**src/rtl/sfp_frame_capture.sv**
```systemverilog
// sfp_frame_capture
// Captures one Avalon-ST frame (32-bit beats, first symbol in [31:24]) into a
// zero-wait-state on-chip RAM after an arm pulse. Beats before the SOP are
// discarded. Frames longer than the memory are truncated and flagged with
// overflow. The write pointer never wraps.
// Optional feature: define CAPTURE_BYTECOUNT_EN to add the frame_bytes output
// (byte count of the captured frame, valid with done).
module sfp_frame_capture #(
    parameter int ADDR_W = 10
) (
    input  logic              clk,
    input  logic              reset_n,
    input  logic              arm,
    output logic              busy,
    output logic              done,
    output logic              overflow,
    output logic [ADDR_W:0]   frame_len,
`ifdef CAPTURE_BYTECOUNT_EN
    output logic [ADDR_W+2:0] frame_bytes,
`endif
    input  logic [31:0]       in_data,
    input  logic              in_valid,
    output logic              in_ready,
    input  logic              in_sop,
    input  logic              in_eop,
    input  logic [1:0]        in_empty,
    output logic [ADDR_W-1:0] mem_address,
    output logic              mem_chipselect,
    output logic              mem_write,
    output logic [31:0]       mem_writedata,
    output logic [3:0]        mem_byteenable,
    output logic              mem_clken
);

    typedef enum logic [1:0] {
        ST_IDLE     = 2'd0,
        ST_WAIT_SOP = 2'd1,
        ST_CAPTURE  = 2'd2,
        ST_DONE     = 2'd3
    } state_t;

    // Memory depth expressed as a word count (one bit wider than the address).
    localparam logic [ADDR_W:0] DEPTH = {1'b1, {ADDR_W{1'b0}}};

    // Byte lanes written on the EOP beat: invalid bytes are the low lanes.
    function automatic logic [3:0] eop_byteenable(input logic [1:0] empty);
        logic [3:0] be;
        case (empty)
            2'd0:    be = 4'b1111;
            2'd1:    be = 4'b1110;
            2'd2:    be = 4'b1100;
            2'd3:    be = 4'b1000;
            default: be = 4'b1111;
        endcase
        return be;
    endfunction

    logic [1:0]        rst_sync_r;
    logic              run_s;
    state_t            state_r;
    state_t            state_s;
    logic [ADDR_W:0]   ptr_r;
    logic [ADDR_W:0]   ptr_s;
    logic [ADDR_W:0]   next_ptr_s;
    logic              accept_s;
    logic              write_s;
    logic              clear_s;
    logic              finish_s;
    logic              trunc_s;
    logic              busy_r;
    logic              in_ready_r;
    logic              done_r;
    logic              done_s;
    logic              overflow_r;
    logic              overflow_s;
    logic [ADDR_W:0]   frame_len_r;
    logic [ADDR_W:0]   frame_len_s;
    logic              mem_write_r;
    logic [ADDR_W-1:0] mem_address_r;
    logic [31:0]       mem_writedata_r;
    logic [3:0]        mem_byteenable_r;

    assign run_s = rst_sync_r[1];

    // Reset release synchronizer: assertion is immediate, release takes two clocks.
    always_ff @(posedge clk or negedge reset_n) begin
        if (!reset_n) begin
            rst_sync_r <= 2'b00;
        end else begin
            rst_sync_r <= {rst_sync_r[0], 1'b1};
        end
    end

    // Next-state and status decisions for the capture FSM.
    always_comb begin
        state_s     = state_r;
        ptr_s       = ptr_r;
        done_s      = done_r;
        overflow_s  = overflow_r;
        frame_len_s = frame_len_r;
        write_s     = 1'b0;
        clear_s     = 1'b0;
        finish_s    = 1'b0;
        trunc_s     = 1'b0;
        next_ptr_s  = ptr_r + {{ADDR_W{1'b0}}, 1'b1};
        accept_s    = in_valid & in_ready_r;
        case (state_r)
            ST_IDLE, ST_DONE: begin
                if (arm) begin
                    state_s     = ST_WAIT_SOP;
                    clear_s     = 1'b1;
                    done_s      = 1'b0;
                    overflow_s  = 1'b0;
                    frame_len_s = {(ADDR_W+1){1'b0}};
                    ptr_s       = {(ADDR_W+1){1'b0}};
                end else begin
                    state_s = state_r;
                end
            end
            ST_WAIT_SOP: begin
                if (accept_s && in_sop) begin
                    write_s = 1'b1;
                    ptr_s   = next_ptr_s;
                    if (in_eop) begin
                        state_s     = ST_DONE;
                        done_s      = 1'b1;
                        frame_len_s = next_ptr_s;
                        finish_s    = 1'b1;
                    end else begin
                        state_s = ST_CAPTURE;
                    end
                end else begin
                    state_s = ST_WAIT_SOP;
                end
            end
            ST_CAPTURE: begin
                if (accept_s) begin
                    if (!overflow_r) begin
                        write_s = 1'b1;
                        ptr_s   = next_ptr_s;
                        if (in_eop) begin
                            state_s     = ST_DONE;
                            done_s      = 1'b1;
                            frame_len_s = next_ptr_s;
                            finish_s    = 1'b1;
                        end else if (next_ptr_s == DEPTH) begin
                            // Memory is full and the frame continues: stop writing.
                            overflow_s = 1'b1;
                        end else begin
                            overflow_s = 1'b0;
                        end
                    end else if (in_eop) begin
                        state_s     = ST_DONE;
                        done_s      = 1'b1;
                        frame_len_s = ptr_r;
                        trunc_s     = 1'b1;
                    end else begin
                        state_s = ST_CAPTURE;
                    end
                end else begin
                    state_s = ST_CAPTURE;
                end
            end
            default: begin
                state_s = ST_IDLE;
            end
        endcase
    end

    // FSM state, write pointer and registered status outputs.
    always_ff @(posedge clk or negedge reset_n) begin
        if (!reset_n) begin
            state_r     <= ST_IDLE;
            ptr_r       <= {(ADDR_W+1){1'b0}};
            busy_r      <= 1'b0;
            in_ready_r  <= 1'b0;
            done_r      <= 1'b0;
            overflow_r  <= 1'b0;
            frame_len_r <= {(ADDR_W+1){1'b0}};
        end else if (!run_s) begin
            state_r     <= ST_IDLE;
            ptr_r       <= {(ADDR_W+1){1'b0}};
            busy_r      <= 1'b0;
            in_ready_r  <= 1'b0;
            done_r      <= 1'b0;
            overflow_r  <= 1'b0;
            frame_len_r <= {(ADDR_W+1){1'b0}};
        end else begin
            state_r     <= state_s;
            ptr_r       <= ptr_s;
            busy_r      <= (state_s == ST_WAIT_SOP) || (state_s == ST_CAPTURE);
            in_ready_r  <= (state_s == ST_WAIT_SOP) || (state_s == ST_CAPTURE);
            done_r      <= done_s;
            overflow_r  <= overflow_s;
            frame_len_r <= frame_len_s;
        end
    end

    // Memory write port: one-cycle write strobe the cycle after a beat is taken.
    always_ff @(posedge clk or negedge reset_n) begin
        if (!reset_n) begin
            mem_write_r      <= 1'b0;
            mem_address_r    <= {ADDR_W{1'b0}};
            mem_writedata_r  <= 32'h0000_0000;
            mem_byteenable_r <= 4'b1111;
        end else if (write_s && run_s) begin
            mem_write_r      <= 1'b1;
            mem_address_r    <= ptr_r[ADDR_W-1:0];
            mem_writedata_r  <= in_data;
            mem_byteenable_r <= in_eop ? eop_byteenable(in_empty) : 4'b1111;
        end else begin
            mem_write_r      <= 1'b0;
            mem_byteenable_r <= 4'b1111;
        end
    end

`ifdef CAPTURE_BYTECOUNT_EN
    logic [ADDR_W+2:0] frame_bytes_r;

    // Byte count of the last frame; a truncated frame counts every stored byte.
    always_ff @(posedge clk or negedge reset_n) begin
        if (!reset_n) begin
            frame_bytes_r <= {(ADDR_W+3){1'b0}};
        end else if (!run_s || clear_s) begin
            frame_bytes_r <= {(ADDR_W+3){1'b0}};
        end else if (finish_s) begin
            frame_bytes_r <= {next_ptr_s, 2'b00} - {{(ADDR_W+1){1'b0}}, in_empty};
        end else if (trunc_s) begin
            frame_bytes_r <= {ptr_r, 2'b00};
        end else begin
            frame_bytes_r <= frame_bytes_r;
        end
    end

    assign frame_bytes = frame_bytes_r;
`endif

    assign busy           = busy_r;
    assign in_ready       = in_ready_r;
    assign done           = done_r;
    assign overflow       = overflow_r;
    assign frame_len      = frame_len_r;
    assign mem_write      = mem_write_r;
    assign mem_chipselect = mem_write_r;
    assign mem_address    = mem_address_r;
    assign mem_writedata  = mem_writedata_r;
    assign mem_byteenable = mem_byteenable_r;
    assign mem_clken      = 1'b1;

endmodule

```
**config.mk**
```make
export PLATFORM = sky130hd
export DESIGN_NAME = sfp_frame_capture
export DESIGN_NICKNAME = d
export VERILOG_FILES = /design/src/rtl/sfp_frame_capture.sv
export SDC_FILE = /design/constraint.sdc
export NUM_CORES = 1
export LEC_CHECK = 0
export ABC_AREA = 1
export ABC_CLOCK_PERIOD_IN_PS = 1800
export BUFFER_PORTS_ARGS = -buffer_cell sky130_fd_sc_hd__buf_2
export CAP_MARGIN = 20
export CORE_AREA = 4 4 112 71
export CTS_CLUSTER_SIZE = 30
export DETAILED_ROUTE_END_ITERATION = 7
export DIE_AREA = 0 0 116 75
export GPL_ROUTABILITY_DRIVEN = 0
export HOLD_SLACK_MARGIN = 0.02
export PLACE_DENSITY_LB_ADDON = 0.12
export SLEW_MARGIN = 20
export SYNTH_ARGS = -nofsm -noshare
export SYNTH_HDL_FRONTEND = slang
export SYNTH_SLANG_ARGS = --single-unit
```
**constraint.sdc**
```tcl
create_clock -name clk -period 1.8 [get_ports clk]
set_clock_uncertainty 0.05 [all_clocks]
set_input_delay 0.18 -clock clk [delete_from_list [all_inputs] [get_ports clk]]
set_output_delay 0.18 -clock clk [all_outputs]
set_load 0.005 [all_outputs]
```
## Word-level counts from Yosys, hierarchy flattened

Cells that the tools add are included.

| storage, ports and cells | value |
|---|---|
| word-level logic and storage cells | 80 |
| bits in registers | 76 |
| output and inout port bits | 64 |
| input port bits | 40 |

| cells by class | value |
|---|---|
| add/subtract/negate cells | 1 |
| reduce and logical (&&, ||, !) cells | 10 |
| bitwise gates (word level) | 1 |
| multiplexer cells | 42 |
| eq/ne operators | 15 |

Operator list:

| cell | number |
|---|---|
| 2-to-1 mux 11 bit | 11 |
| case mux 11 bit (3 select lines) | 2 |
| 2-to-1 mux 1 bit | 16 |
| case mux 4 bit (4 select lines) | 1 |
| 2-to-1 mux 2 bit | 6 |
| != test 3 bit, second input constant | 4 |
| adder 11 x 1 -> 11 bit, second input constant | 1 |
| equality test 11 bit, second input constant | 1 |
| equality test 2 bit, second input constant | 5 |
| 2-to-1 mux 4 bit | 2 |
| AND reduction 4 bit | 2 |
| equality test 2 x 1 -> 1 bit, second input constant | 3 |
| case mux 2 bit (3 select lines) | 1 |
| AND reduction 3 bit | 2 |
| logical NOT 2 bit | 2 |
| != test 4 bit, second input constant | 1 |
| case mux 1 bit (2 select lines) | 2 |
| != test 3 x 1 -> 1 bit, second input constant | 1 |
| case mux 1 bit (3 select lines) | 1 |
| logical AND 1 bit | 2 |
| OR reduction 2 bit | 1 |
| bitwise AND 1 bit | 1 |
| logical OR 1 bit | 1 |

## Logic depth before layout (Yosys ltp)

| logic depth | value |
|---|---|
| depth after elaboration | 8 |
| mapped depth | 11 |
| gate-level depth less buffers | 11 |

## Least setup slack after synthesis

Ideal clock, no wire load.

| timing path | value |
|---|---|
| kind | register to register |
| start | register state_r[0] |
| end | register ptr_r[10] |
| period minus slack after synthesis | 1.596 ns |
| data required time | 1.623 ns |
| setup time | 0.127 ns |
| path buffers | 1 |
| stages on the path, launching flop included | 8 |
| slack | 0.204 ns |
| arrival | 1.419 ns |
| cells stage by stage | dfrtp_1 > inv_1 > ha_1 > nand3_1 > o21ai_0 > nor2_1 > buf_2 > o22ai_1 |

| on the way | value |
|---|---|
| longest elaborated chain between the ends | 4 |
| elaborated cells on any way between the ends | 12 |
| those cells by class | 7 x eq/ne; 2 x mux; 3 x reduce/logical |

RTL lines:

| what | line | source |
|---|---|---|
| start, declared | 60 | `state_t state_r;` |
| start signal, assigned | 189 | `state_r <= state_s;` |
| equality test 2 bit / logical NOT 2 bit (equally long branches) | -- |  |
| OR reduction 2 bit | 107 | `case (state_r)` |
| != test 3 bit (no source line) / case mux 11 bit (3 select lines) (equally long branches) | -- |  |
| AND reduction 4 bit (no source line) / 2-to-1 mux 11 bit (equally long branches) | -- |  |
| end signal, assigned | 174 | `ptr_r <= {(ADDR_W+1){1'b0}};` |
| end signal, assigned | 182 | `ptr_r <= {(ADDR_W+1){1'b0}};` |
| end signal, assigned | 190 | `ptr_r <= ptr_s;` |
| end, declared | 62 | `logic [ADDR_W:0] ptr_r;` |

Several ways; a longest one is shown, not always the timed one.
A chain may end at the register's enable or synchronous reset.

## Worst setup path after layout

| timing path | value |
|---|---|
| start | register state_r[0] |
| end | register overflow_r (netlist: overflow) |

| on the way | value |
|---|---|
| longest elaborated chain between the ends | 4 |
| elaborated cells on any way between the ends | 10 |
| those cells by class | 5 x eq/ne; 2 x mux; 3 x reduce/logical |

RTL lines:

| what | line | source |
|---|---|---|
| equality test 2 bit / logical NOT 2 bit (equally long branches) | -- |  |
| OR reduction 2 bit | 107 |  |
| != test 3 x 1 -> 1 bit (no source line) (tied with other cells) | -- |  |
| AND reduction 3 bit (no source line) / 2-to-1 mux 1 bit (equally long branches) | -- |  |
| end signal, assigned | 194 | `overflow_r <= overflow_s;` |
| end, declared | 74 | `logic overflow_r;` |

Several ways; a longest one is shown, not always the timed one.

==> results.toml <==
[drt]
m1WireLength_mm = 4.37
routedWlPerCell_um = 14.4
vias_per_cell = 4.99
wl_met3_um = 857
drc = 0
dr.first_iter.drc_count = 337
vias = 3361
antenna_left = 0
top_layer = "met4"
wl_mm = 9.68
met2RoutedLength_mm = 4.35
drtPass1Iterations = 4

[pwr]
comb_power_share_pct = 29.4
swShare_pct = 31.8
internal_power_mw = 3.97
leakagePower_nw = 2.71
clkPwrFrac_pct = 35.7
finalPower_mw = 5.82
powerDensity_nw_per_um2 = 1180
p_switching_mw = 1.85
p_seq_share_pct = 34.9
irDropWorstVdd_mv = 0.724

[timing]
period_needed_ns = 1.72
drv_slew = 0
relSlewSlack_pct = 64.5
hold_viol = 0
fmax_mhz = 580
layout_setup_ws_ns = 0.0753
timing.final.crit_share_pct = 95.8
fin_hold_ws_ns = 0.0303
setup_violations = 0
max_slew.worst_pin.slew_ns = 0.532

[critical_path]
cp-end-kind = "flop"
cp_max_fo = 5
worstPathArrival_ns = 1.93
crit_required_ns = 2.01
startpoint_type = "flop"
crit_type = "flop to flop"

[logic_synthesis]
synth_common_cells = "178 x nand2_1, 72 x dfrtp_1, 29 x inv_1, 27 x o21ai_0, 17 x nor2_1"
synth_cell_type_count = 30
syn_inst = 427
syn_area_um2 = 3540
synthFlopType = "dfrtp_1"
synth_warnings = 0
syn_avg_cell_area_um2 = 8.30
synth_most_common_cell = "nand2_1"
yosysTopAreaCellShare_pct = 50.8
synth-edff-count = 0
synthArstFlopShare_pct = 100
ys_seq_area_share_pct = 53.1
yosys_register_bits = 75
synthTopCellsByArea = "dfrtp_1 51%, nand2_1 19%, o21ai_0 3.8%, inv_1 3.1%, nand3_1 2.3%"
synth_area_leader_cell = "dfrtp_1"

[global_routing]
grt_use_total_pct = 22.7
overflow = 0
antenna_found_initial = 0
grt_pass1_wl_mm = 15.4
grt_max_degree = 42
grt_pass1_vias = 3112

[clock_network]
cts_tree = "built"
cts_buffers = 9
path_clk_slew_ns = 0.06
clockBufferDepth = 2
root_buffer = "clkbuf_16"
cts-htree-levels = 3
cts.sinks = 75
clkLatencyLatePin_ns = 0.33

[place]
place_hpwl_mm = 6.54
place_ws_ns = -0.0282
io_buffers = 101

[floorplanning]
die_width_um = 116
die_y_um = 75
ioPinCount = 104
rows = 24
dieArea_um2 = 8700
core_um2 = 7030
start_util_pct = 50.4

[min_path]
hold_path.class = "input port to flop"

[layout]
diodes = 0
drive_gt1_share_pct = 29.4
layout.nets = 622
area_growth_pct = 39.2

[job]
max_cap_viol_count = 0

[outcome]
status = "completed"
-- power groups by stage --
stage / Combinational, mW / Sequential [mW] / Clock [mW]
floorplan: 0.891 / 2.05 / 0
global placement: 1.46 / 2.04 / 0
detailed placement: 1.49 / 2.04 / 0
CTS: 1.58 / 2.02 / 2.13
global route: 1.90 / 2.05 / 2.19
finish: 1.71 / 2.03 / 2.08
-- flip-flops by register name, summed over array words and instances (netlist names) --
name,flops
in_ready,1
ptr_r,11
overflow,1
done,1
mem_address,10
mem_chipselect,1
mem_writedata,32
mem_byteenable,3
rst_sync_r,2
state_r,2
frame_len,11
-- stage by stage --
step / setup TNS, ns / instance area (µm²) / utilization [%] / instances
floorplan: 0 / 3550 / - / 429
global placement: 0 / 4160 / 59.3 / 620
detailed placement: -0.0500 / 4160 / 59.3 / 620
CTS: 0 / 4870 / 69.4 / 670
global route: -0.0508 / 4930 / 70.2 / 673
finish: 0 / 4930 / 70.2 / 673
-- metal layers --
layer | vias to the layer above | global-route usage [%]
met2 | 125 | 33.1
met4 | 0 | 6.44
li1 | 1658 | -
met3 | 13 | 6.51
met5 | - | 0
met1 | 1565 | 33.1
-- worst paths after layout --
path	from	to	slack [ns]	cells after the start
min in group asynchronous	reset_n	mem_address[1]$_DFFE_PN0P_	0.33	2
max in group asynchronous	reset_n	mem_byteenable[2]$_DFF_PN1_	0.76	3
hold reg to reg	rst_sync_r[0]$_DFF_PN0_	rst_sync_r[1]$_DFF_PN0_	0.30	0
hold / removal	in_data[19]	mem_writedata[19]$_DFFE_PN0P_	0.03	3
setup reg to reg	state_r[0]$_DFF_PN0_	overflow$_DFFE_PN0P_	0.08	9
setup / recovery	state_r[0]$_DFF_PN0_	overflow$_DFFE_PN0P_	0.08	9
-- placed cells by master (no fill, tap or decap), types with 3 or more instances in the layout --
cell type,instances
buf_2,100
a22oi_1,5
nor2_4,5
clkbuf_16,9
inv_2,6
o21ai_1,7
nor2_1,14
o22ai_1,10
nand2_2,5
nand2_4,3
nor2_2,4
dfstp_2,3
dlygate4sd3_1,34
inv_1,28
bufinv_16,3
nand2_1,179
conb_1,3
nand3_1,15
dfrtp_1,71
a21oi_1,9
o21ai_0,25
o21a_1,3
buf_4,19
-- critical path: stages (launching register included) --
cell	delay, ns
dfrtp_1	0.39
inv_2	0.13
ha_4	0.23
nand3_1	0.16
nand3_2	0.13
nor2_1	0.12
nand2_1	0.08
nor2_2	0.11
nand3_1	0.12
a21oi_2	0.14
-- cells by family (layout without fill, tap and decap cells) --
logic type / count (synthesis) / count (layout) / synth area share, %
adders and majority gates: 5 / 5 / 1.77
DFF: 75 / 75 / 53.1
and+or+nand+nor: 229 / 230 / 27.1
other: 1 / 3 / 0.106
AOI/OAI and AO/OA: 64 / 64 / 10.3
buffers and inverters: 53 / 205 / 7.63
-- repair_timing --
item,in CTS,in global routing
pin swaps,0,4
setup buffers,0,2
resized for setup,4,13
cloned,0,1
endpoints found under the hold margin,72,0
endpoints found under the setup margin,12,64
hold buffers,34,0
-- cell type report --
class,count,area [µm²]
tap,91,114
sequential,75,1880
inverter,35,136
timing repair buffer,154,995
clock buffer,9,225
multi-input combinational,302,1460
clock inverter,7,124
fill,572,2090
Power figures use the tool's default switching activity.
